`config.mk`:
```
export PLATFORM = sky130hd
export DESIGN_NAME = ann_layer_sequencer_flat
export DESIGN_NICKNAME = d
export VERILOG_FILES = /design/src/rtl/ann_layer_sequencer_pkg.sv /design/src/rtl/ann_layer_sequencer_if.sv /design/src/rtl/ann_layer_sequencer_timer.sv /design/src/rtl/ann_layer_sequencer.sv /design/src/flat_wrapper.sv
export SDC_FILE = /design/constraint.sdc
export NUM_CORES = 1
export LEC_CHECK = 0
export CAP_MARGIN = 25
export CORE_AREA = 5 5 214 216
export CTS_CLUSTER_DIAMETER = 80
export DETAILED_ROUTE_END_ITERATION = 16
export DIE_AREA = 0 0 219 221
export GPL_TIMING_DRIVEN = 0
export SLEW_MARGIN = 20
export SYNTH_ARGS = -nofsm -noshare
export SYNTH_HDL_FRONTEND = slang
export SYNTH_SLANG_ARGS = --single-unit
```
`constraint.sdc`:
```
create_clock -name clk -period 3.15 [get_ports clk]
set_input_delay 0.4725 -clock clk [delete_from_list [all_inputs] [get_ports clk]]
set_output_delay 0.4725 -clock clk [all_outputs]
set_load 0.01 [all_outputs]
```
`src/rtl/ann_layer_sequencer_pkg.sv`:
```
// Shared types and helpers for the ANN layer sequencer and the compute
// layers it drives.
package ann_pkg;

  localparam int DW_DEF = 32;

  typedef logic [DW_DEF-1:0] word_t;

  typedef enum logic [1:0] {
    ST_IDLE,
    ST_RUN,
    ST_LATCH,
    ST_DONE
  } state_t;

  // Low bit of slice `idx` in a flattened bus of `width`-bit slices.
  function automatic int slice_lo(input int idx, input int width);
    return idx * width;
  endfunction

endpackage

```
`src/rtl/ann_layer_sequencer_if.sv`:
```
// Input-vector and prediction handshakes between the data source/consumer
// (master) and the sequencer (slave).
interface ann_layer_sequencer_if #(
  parameter int NUM_IN = 4,
  parameter int DW     = 32
) ();
  logic                 in_valid;
  logic                 in_ready;
  logic [NUM_IN*DW-1:0] in_data;
  logic [DW-1:0]        pred;
  logic                 pred_valid;
  logic                 pred_ready;

  modport master (
    output in_valid, in_data, pred_ready,
    input  in_ready, pred, pred_valid
  );

  modport slave (
    input  in_valid, in_data, pred_ready,
    output in_ready, pred, pred_valid
  );
endinterface

```
`src/rtl/ann_layer_sequencer_timer.sv`:
```
// Compute-window timer: start loads 0 and counts up; done pulses on the
// cycle the count reaches LAYER_LATENCY-1, after which the count holds.
module layer_timer #(
  parameter  int LAYER_LATENCY = 65,
  localparam int CW            = $clog2(LAYER_LATENCY + 1)
) (
  input  logic clk,
  input  logic rstn,
  input  logic start,
  input  logic clear,
  output logic done
);

  logic [CW-1:0] cnt;
  logic          running;

  assign done = running && (cnt == CW'(LAYER_LATENCY - 1));

  always_ff @(posedge clk or negedge rstn) begin
    if (!rstn) begin
      cnt     <= '0;
      running <= 1'b0;
    end else if (clear) begin
      cnt     <= '0;
      running <= 1'b0;
    end else if (start) begin
      cnt     <= '0;
      running <= 1'b1;
    end else if (running) begin
      if (done) running <= 1'b0;
      else      cnt     <= cnt + 1'b1;
    end
  end

endmodule

```
`src/rtl/ann_layer_sequencer.sv`:
```
// Runs an N-layer feed-forward datapath one layer at a time: enables each
// layer for its compute window, latches its outputs as the next operands.
module ann_layer_sequencer
  import ann_pkg::*;
#(
  parameter  int NUM_IN        = 4,
  parameter  int NUM_LAYERS    = 2,
  parameter  int LAYER_LATENCY = 65,
  parameter  int DW            = DW_DEF,
  localparam int IW            = (NUM_LAYERS > 1) ? $clog2(NUM_LAYERS) : 1
) (
  input  logic                            clk,
  input  logic                            rstn,
  ann_layer_sequencer_if.slave            bus,
  input  logic                            clear,
  output logic [NUM_LAYERS-1:0]           layer_rstn,
  output logic [NUM_IN*DW-1:0]            layer_in,
  input  logic [NUM_LAYERS*NUM_IN*DW-1:0] layer_out,
  output logic                            busy,
  output logic [IW-1:0]                   layer_idx
);

  localparam int VW = NUM_IN * DW;

  state_t state;
  logic   last;
  logic   t_start;
  logic   t_done;

  assign last    = (int'(layer_idx) == NUM_LAYERS - 1);
  assign t_start = !clear && (((state == ST_IDLE) && bus.in_valid) ||
                              ((state == ST_LATCH) && !last));

  assign bus.in_ready = (state == ST_IDLE);
  assign busy         = (state != ST_IDLE);

  layer_timer #(
    .LAYER_LATENCY(LAYER_LATENCY)
  ) u_timer (
    .clk  (clk),
    .rstn (rstn),
    .start(t_start),
    .clear(clear),
    .done (t_done)
  );

  // layer_rstn is one-hot while a layer runs; shifting it hands the enable
  // to the next layer on the same edge the previous one is released.
  always_ff @(posedge clk or negedge rstn) begin
    if (!rstn) begin
      state          <= ST_IDLE;
      layer_rstn     <= '0;
      layer_in       <= '0;
      layer_idx      <= '0;
      bus.pred       <= '0;
      bus.pred_valid <= 1'b0;
    end else if (clear) begin
      state          <= ST_IDLE;
      layer_rstn     <= '0;
      bus.pred_valid <= 1'b0;
    end else begin
      case (state)
        ST_IDLE: begin
          if (bus.in_valid) begin
            layer_in   <= bus.in_data;
            layer_idx  <= '0;
            layer_rstn <= NUM_LAYERS'(1);
            state      <= ST_RUN;
          end
        end
        ST_RUN: begin
          if (t_done) state <= ST_LATCH;
        end
        ST_LATCH: begin
          layer_in <= layer_out[slice_lo(int'(layer_idx), VW) +: VW];
          if (!last) begin
            layer_idx  <= layer_idx + 1'b1;
            layer_rstn <= layer_rstn << 1;
            state      <= ST_RUN;
          end else begin
            bus.pred       <= layer_out[slice_lo(NUM_LAYERS - 1, VW) +: DW];
            bus.pred_valid <= 1'b1;
            layer_rstn     <= '0;
            state          <= ST_DONE;
          end
        end
        ST_DONE: begin
          if (bus.pred_ready) begin
            bus.pred_valid <= 1'b0;
            state          <= ST_IDLE;
          end
        end
        default: state <= ST_IDLE;
      endcase
    end
  end

endmodule

```
`src/flat_wrapper.sv`:
```
// flat-port wrapper written by rule: the top's interface ports become plain ports
module ann_layer_sequencer_flat import ann_pkg::*;
#(
  parameter  int NUM_IN        = 4,
  parameter  int NUM_LAYERS    = 2,
  parameter  int LAYER_LATENCY = 65,
  parameter  int DW            = DW_DEF,
  localparam int IW            = (NUM_LAYERS > 1) ? $clog2(NUM_LAYERS) : 1
)
  (clk, rstn, clear, layer_rstn, layer_in, layer_out, busy, layer_idx, bus_in_valid, bus_in_data, bus_pred_ready, bus_in_ready, bus_pred, bus_pred_valid);
  ann_layer_sequencer_if #(.NUM_IN(NUM_IN), .DW(DW)) bus_i ();
  input  logic clk;
  input  logic rstn;
  input  logic clear;
  output logic [NUM_LAYERS-1:0] layer_rstn;
  output logic [NUM_IN*DW-1:0] layer_in;
  input  logic [NUM_LAYERS*NUM_IN*DW-1:0] layer_out;
  output logic busy;
  output logic [IW-1:0] layer_idx;
  input wire logic [$bits(bus_i.in_valid)-1:0] bus_in_valid;
  input wire logic [$bits(bus_i.in_data)-1:0] bus_in_data;
  input wire logic [$bits(bus_i.pred_ready)-1:0] bus_pred_ready;
  output wire logic [$bits(bus_i.in_ready)-1:0] bus_in_ready;
  output wire logic [$bits(bus_i.pred)-1:0] bus_pred;
  output wire logic [$bits(bus_i.pred_valid)-1:0] bus_pred_valid;
  assign bus_i.in_valid = bus_in_valid;
  assign bus_i.in_data = bus_in_data;
  assign bus_i.pred_ready = bus_pred_ready;
  assign bus_in_ready = bus_i.in_ready;
  assign bus_pred = bus_i.pred;
  assign bus_pred_valid = bus_i.pred_valid;
  ann_layer_sequencer #(.NUM_IN(NUM_IN), .NUM_LAYERS(NUM_LAYERS), .LAYER_LATENCY(LAYER_LATENCY), .DW(DW)) u_core (.clk(clk), .rstn(rstn), .bus(bus_i), .clear(clear), .layer_rstn(layer_rstn), .layer_in(layer_in), .layer_out(layer_out), .busy(busy), .layer_idx(layer_idx));
endmodule
```
==> results of run 1 <==
through the flow:
| step | setup TNS (ns) | area [um2] | instances |
|---|---|---|---|
| finish | 0 | 16200 | 2166 |
| global route | 0 | 16200 | 2166 |
| CTS | 0 | 16200 | 2166 |
| detailed placement | 0 | 15600 | 2134 |
| global placement | -1034.53 | 15500 | 2132 |
| floorplan | 0 | 9250 | 987 |
path summary, 6_finish.rpt:
| path | start | end | slack (ns) | cells after the start |
|---|---|---|---|---|
| min in group asynchronous | rstn | u_core.layer_in[104]$_DFFE_PN0P_ | 0.41 | 2 |
| max in group asynchronous | rstn | u_core.layer_in[26]$_DFFE_PN0P_ | 1.66 | 4 |
| worst max-delay path | u_core.state[1]$_DFFE_PN0P_ | bus_in_ready | 0.83 | 3 |
| worst min register to register | u_core.layer_in[82]$_DFFE_PN0P_ | u_core.layer_in[82]$_DFFE_PN0P_ | 0.48 | 2 |
| worst max register to register | u_core.state[1]$_DFFE_PN0P_ | u_core.layer_in[62]$_DFFE_PN0P_ | 1.17 | 8 |
| worst min-delay path | clear | u_core.layer_rstn[1]$_DFFE_PN0P_ | 0.26 | 2 |
cells in the mapped netlist (2+ instances only):
| library cell | count |
|---|---|
| buf_2 | 37 |
| o21ai_1 | 16 |
| nor2_1 | 12 |
| nand2_1 | 262 |
| ha_1 | 2 |
| clkbuf_1 | 14 |
| dfrtp_1 | 174 |
| inv_1 | 5 |
| nand4_1 | 4 |
| mux2_2 | 2 |
| mux2_4 | 30 |
| mux2i_1 | 129 |
| buf_6 | 9 |
| and3_1 | 2 |
| xor2_1 | 4 |
| nand2b_1 | 3 |
| o21ai_0 | 241 |
| a21oi_1 | 7 |
| buf_4 | 15 |
| buf_8 | 3 |
worst reg2reg max path: cells and delay by family (launching register included):
| kind | cells | cell delay [ns] |
|---|---|---|
| AO/OA/AOI/OAI | 2 | 0.24 |
| buffers and inverters | 4 | 0.91 |
| flip-flops | 1 | 0.38 |
| AND/OR/NAND/NOR | 2 | 0.32 |
area by class of cell:
| type | count | area [um2] | area share |
|---|---|---|---|
| clock buffer | 21 | 450 | 0.0278 |
| sequential | 174 | 4350 | 0.269 |
| inverter | 5 | 18.8 | 0.00116 |
| clock inverter | 10 | 139 | 0.00858 |
| multi-input combinational | 730 | 4380 | 0.270 |
| tap | 592 | 741 | 0.0458 |
| buffer | 78 | 497 | 0.0307 |
| timing repair buffer | 556 | 5610 | 0.346 |
metal layers:
metal,GRT usage,vias to the layer above,wire [um]
li1,-,4517,-
met3,0.0448,59,2930
met5,0,-,0
met1,0.196,4437,17200
met2,0.292,367,20800
met4,0.0654,0,1360
flip-flops by register name, indices dropped and copies added (netlist names):
signal,count
u_core.bus.pred,32
u_core.bus.pred_valid,1
u_core.layer_idx,1
u_core.layer_in,128
u_core.layer_rstn,2
u_core.state,2
u_core.u_timer.cnt,7
u_core.u_timer.running,1
power by group:
group / total [W] / internal, W / leakage [nW] / switching, W
logic: 0.00378 / 0.00211 / 4.06 / 0.00167
clock network: 0.00220 / 0.00127 / 0.287 / 0.000933
registers: 0.00315 / 0.00282 / 2.17 / 0.000333
total: 0.00913 / 0.00620 / 6.52 / 0.00294
cells by family after synthesis:
logic type      after synthesis
simple gates                292
compound gates              270
flops                       174
mux                         161
buf+inv                      83
xor+xnor                      5
fa+ha+maj                     2
==> summary.txt, run 1 <==
Logic synthesis
  • Synth Area in XOR/XNOR: 0.00474
  • Main combinational cell family by area after synthesis: multiplexers
  • Synth area leaders: dfrtp_1 47%, mux2i_1 14%, o21ai_0 13%, nand2_1 11%, mux2_4 4.9%
  • Post-synth top area share: 0.471
  • Post-synth cell types: 36
  • Syn Area/Cell: 9.37 um2
  • Mapped Area: 9250 um2
  • Area leader, netlist: dfrtp_1
  • Yosys warns: 0
  • Mux cell area share after synthesis: 0.191
  • Sequential fraction of the synthesis area: 0.471
  • Adder-cell share of the synthesized area: 0.00271
  • Mapped Nets: 1378
  • Synth Area in Compound Gates: 0.148
  • Synth Area in Simple Gates: 0.127
  • Post-synth EDFFs: 0
  • FF+latch count, synth: 174
  • Cells after synthesis: 987
  • Synth Flop Type: dfrtp_1
  • Post-synthesis async set-or-reset flop share: 1.00

Global routing
  • Total Routing Usage GR: 0.168
  • Grt ovf: 0
  • Number of global-route vias before repair: 10100
  • Initial antenna violation count: 1
  • First-pass GRT wire length: 61.7 mm
  • Largest net degree at the start of global routing: 86

Place
  • Final GP Congestion: 0.865
  • IO Port Bufs: 553
  • DP Worst Slack: 0.764 ns
  • Post-DP HPWL: 34.1 mm

Timing
  • Fmax: 0.431 GHz
  • Fin crit period: 2.32 ns
  • Max_slew headroom: 0.531
  • Pins Over Slew Limit: 0
  • Worst setup margin: 0.828 ns
  • Final hold slack: 0.262 ns
  • RSZ-0062 raised after global routing: false
  • Final Hold Viols: 0
  • Final worst-path cycle share: 0.737
  • Worst slew pin tran: 0.703 ns
  • Layout Skew: 0.00546 ns
  • Final Setup Violations: 0

Clock network
  • Clk slew on worst S/H paths: 0.07 ns
  • Num CTS Buffers: 17
  • Hold_buf cts: 1
  • Clock net sink count: 174
  • Bufs on Longest Clock Path: 2
  • Setup Buffers After CTS: 0
  • Clk_lat worst skew: 0.44 ns
  • Root Buffer Master: clkbuf_16
  • CTS H-tree lvls: 4
  • Post_cts resized: 0
  • CTS tree: done

Floorplan
  • Die X: 219 um
  • Core footprint: 43700 um2
  • FP Rows: 77
  • Starting Density: 0.211
  • Die Ht: 221 um
  • Top Ports: 555
  • Die area: 48400 um2

Critical path
  • CP startpoint kind: flip-flop
  • Setup CP Type: flip-flop to output port
  • Worst EP required: 2.68 ns
  • Nature of the critical path endpoint: output port
  • Crit-path leading delay family: buffers and inverters
  • CP Max Fanout: 10
  • Crit-path cells: buf_6 -> nor2_1 -> clkdlybuf4s50_1
  • Critical path arrival: 1.85 ns
  • Max incr delay on CP: 0.61 ns
  • Worst path bufs/invs: 2
  • Slowest cell on crit path: clkdlybuf4s50_1

Drt
  • Post-DRT Antenna Nets: 0
  • Drt total wl: 42.3 mm
  • DR vias/cell: 4.33
  • # DRC: 0
  • Vias: 9380
  • Drt wl/cell: 19.5 um
  • DRT Pass-1 Iters: 5
  • 1st-iter DRT viols: 516

Layout
  • Commonest non-fill, non-tap cells in the layout: 552 x clkdlybuf4s50_1, 262 x nand2_1, 241 x o21ai_0
  • Layout cells sized above 1: 0.0845
  • Area grow syn2layout: 75.0%
  • # fillers: 4504
  • Final core occ: 0.370
  • Commonest non-fill, non-tap cell in the layout: clkdlybuf4s50_1
  • Final nets: 1953
  • Diode count: 0

Min path
  • Hold Path Class: input pin to flip-flop

Power
  • Power Total: 0.00913 W
  • Pwr dens: 564 nW/um2
  • Max VDD drop: 0.000314 V
  • Leak: 6.52 nW

Flow run
  • Max cap viols: 0

Outcome
  • Status: finished, final reports clean
(Power assumes the default switching activity.)
==> inputs of run 2 (changes only) <==
CORE_AREA = 5 5 210 212   (was 5 5 214 216)
DIE_AREA = 0 0 215 217   (was 0 0 219 221)
clock period = 2.4 ns   (was 3.15 ns; I/O delays follow)
==> run 2 against run 1 <==
Critical path depth stayed put. Die area down 3.6%. Sequential share of layout area barely moved. Design area is essentially flat. Clock skew increased by 0.0062 ns. Sequential power is 31% higher. Combinational power grew 30%. Critical endpoint unchanged. Largest power group unchanged. Highest routed layer unchanged.
==> summary.txt, run 2 (synthesized netlist as in run 1, its figures left out) <==
Clock network
  • Root Buffer Master: clkbuf_16
  • Bufs on Longest Clock Path: 2
  • Clk slew on worst S/H paths: 0.07 ns
  • Setup Buffers After CTS: 0
  • Clock net sink count: 174
  • CTS tree: done
  • CTS H-tree lvls: 4
  • Clk_lat worst skew: 0.48 ns
  • Num CTS Buffers: 17

Timing
  • Fmax: 0.464 GHz
  • Final Setup Violations: 0
  • Final Hold Viols: 0
  • Layout Skew: 0.0117 ns
  • Max_slew headroom: 0.498
  • Pins Over Slew Limit: 0
  • RSZ-0062 raised after global routing: false
  • Final worst-path cycle share: 0.897
  • Fin crit period: 2.15 ns
  • Worst slew pin tran: 0.753 ns

Power
  • Pwr dens: 767 nW/um2
  • Power Total: 0.0124 W
  • Leak: 6.55 nW
  • Max VDD drop: 0.000373 V

Drt
  • Post-DRT Antenna Nets: 0
  • Drt total wl: 41.7 mm
  • DR vias/cell: 4.42
  • DRT Pass-1 Iters: 5
  • Drt wl/cell: 19.7 um
  • # DRC: 0
  • Vias: 9349
  • 1st-iter DRT viols: 395

Floorplan
  • Die Ht: 217 um
  • Core footprint: 41800 um2
  • Starting Density: 0.221
  • FP Rows: 75
  • Die X: 215 um
  • Die area: 46700 um2
  • Top Ports: 555

Layout
  • Final cell count without fillers: 2113
  • Layout cells sized above 1: 0.0839
  • Commonest non-fill, non-tap cell in the layout: clkdlybuf4s50_1
  • Final nets: 1952
  • # fillers: 4205
  • Regs by FF count: u_core.layer_in x128, u_core.bus.pred x32, u_core.u_timer.cnt x7
  • Number of flip-flops in the largest register: 128
  • Commonest non-fill, non-tap cells in the layout: 552 x clkdlybuf4s50_1, 262 x nand2_1, 241 x o21ai_0
  • Reg area: 4350 um2
  • Area of the multi-input gates: 4380 um2
  • Biggest register: u_core.layer_in
  • Area grow syn2layout: 75.1%
  • Final non-filler cell area: 16200 um2
  • Diode count: 0

Critical path
  • Flop2flop setup slack: 0.43 ns
  • Crit-path cells: buf_6 -> nor2_1 -> clkdlybuf4s50_1
  • Nature of the critical path endpoint: output port
  • CP Launch Point: u_core.state[1]$_DFFE_PN0P_
  • R2R depth: 7
  • Slowest cell on crit path: clkdlybuf4s50_1
  • Critical path arrival: 1.79 ns
  • Max incr delay on CP: 0.58 ns
  • Setup CP Type: flip-flop to output port
  • Crit path to: bus_in_ready
  • Worst EP required: 2.04 ns
  • R2R Path End: u_core.layer_in[116]$_DFFE_PN0P_
  • CP startpoint kind: flip-flop
  • Worst r2r src: u_core.layer_idx$_DFFE_PN0P_
  • CP Max Fanout: 10

Place
  • DP Cell Count: 2080
  • Placed cell area: 15500 um2
  • IO Port Bufs: 553
  • Final GP Congestion: 0.904
  • Post-DP HPWL: 33.6 mm

Flow run
  • Max cap viols: 0

Global routing
  • Grt ovf: 0
  • First-pass GRT wire length: 62.1 mm
  • Largest net degree at the start of global routing: 90
  • Total Routing Usage GR: 0.175
  • Number of global-route vias before repair: 10000
  • Initial antenna violation count: 1

Outcome
  • Status: finished, final reports clean

Min path
  • Hold Path Class: input pin to flip-flop
  • Hold wc startpoint: clear
-- run 2: metal layers --
metal  GRT usage  part of all wire  vias up
met2       0.305              0.50      356
met5           0                 0        -
met1       0.203              0.40     4403
li1            -                 -     4523
met3      0.0564             0.067       67
met4      0.0657             0.030        0
-- run 2: power breakdown --
| part | internal, W | total, W | switching (W) | leakage, nW |
|---|---|---|---|---|
| sequential | 0.00370 | 0.00414 | 0.000442 | 2.17 |
| clock | 0.00209 | 0.00333 | 0.00124 | 0.333 |
| combinational | 0.00276 | 0.00493 | 0.00217 | 4.05 |
| total | 0.00855 | 0.0124 | 0.00385 | 6.55 |
-- run 2: worst min path at each step --
| stage | to | slack, ns | cells after the start |
|---|---|---|---|
| global route | u_core.layer_rstn[1]$_DFFE_PN0P_ | 0.08 | 2 |
| floorplan | u_core.bus.pred[0]$_DFFE_PN0P_ | 0.06 | 0 |
| global placement | u_core.layer_in[49]$_DFFE_PN0P_ | 0.46 | 2 |
| finish | u_core.u_timer.running$_DFF_PN0_ | 0.11 | 2 |
| CTS | u_core.layer_rstn[1]$_DFFE_PN0P_ | 0.05 | 2 |
| detailed placement | u_core.layer_in[95]$_DFFE_PN0P_ | 0.40 | 1 |
-- run 2: layout make-up --
class	count	area share
sequential	174	0.269
timing repair buffer	555	0.345
clock inverter	10	0.0144
clock buffer	22	0.0281
tap	539	0.0417
inverter	5	0.00116
buffer	78	0.0307
multi-input combinational	730	0.270
-- run 2: repair_timing --
action / CTS / global route
gates resized for setup: 0 / 0
hold buffers: 1 / 0
hold endpoints to repair: 85 / 0
-- run 2: per-stage QoR --
stage	setup slack [ns]	hold WS [ns]	setup TNS [ns]	util
CTS	0.165	0.0490	0	0.388
floorplan	0.892	0.0644	0	-
finish	0.247	0.106	0	0.388
detailed placement	0.132	0.402	0	0.371
global route	0.141	0.0767	0	0.388
global placement	-6.66	0.462	-1154.90	0.370
-- run 2: worst max-delay path, delay by kind of cell, from the launching register on --
family,cells,cell delay [ns]
simple gates,1,0.19
buf+inv,2,0.73
flops,1,0.40
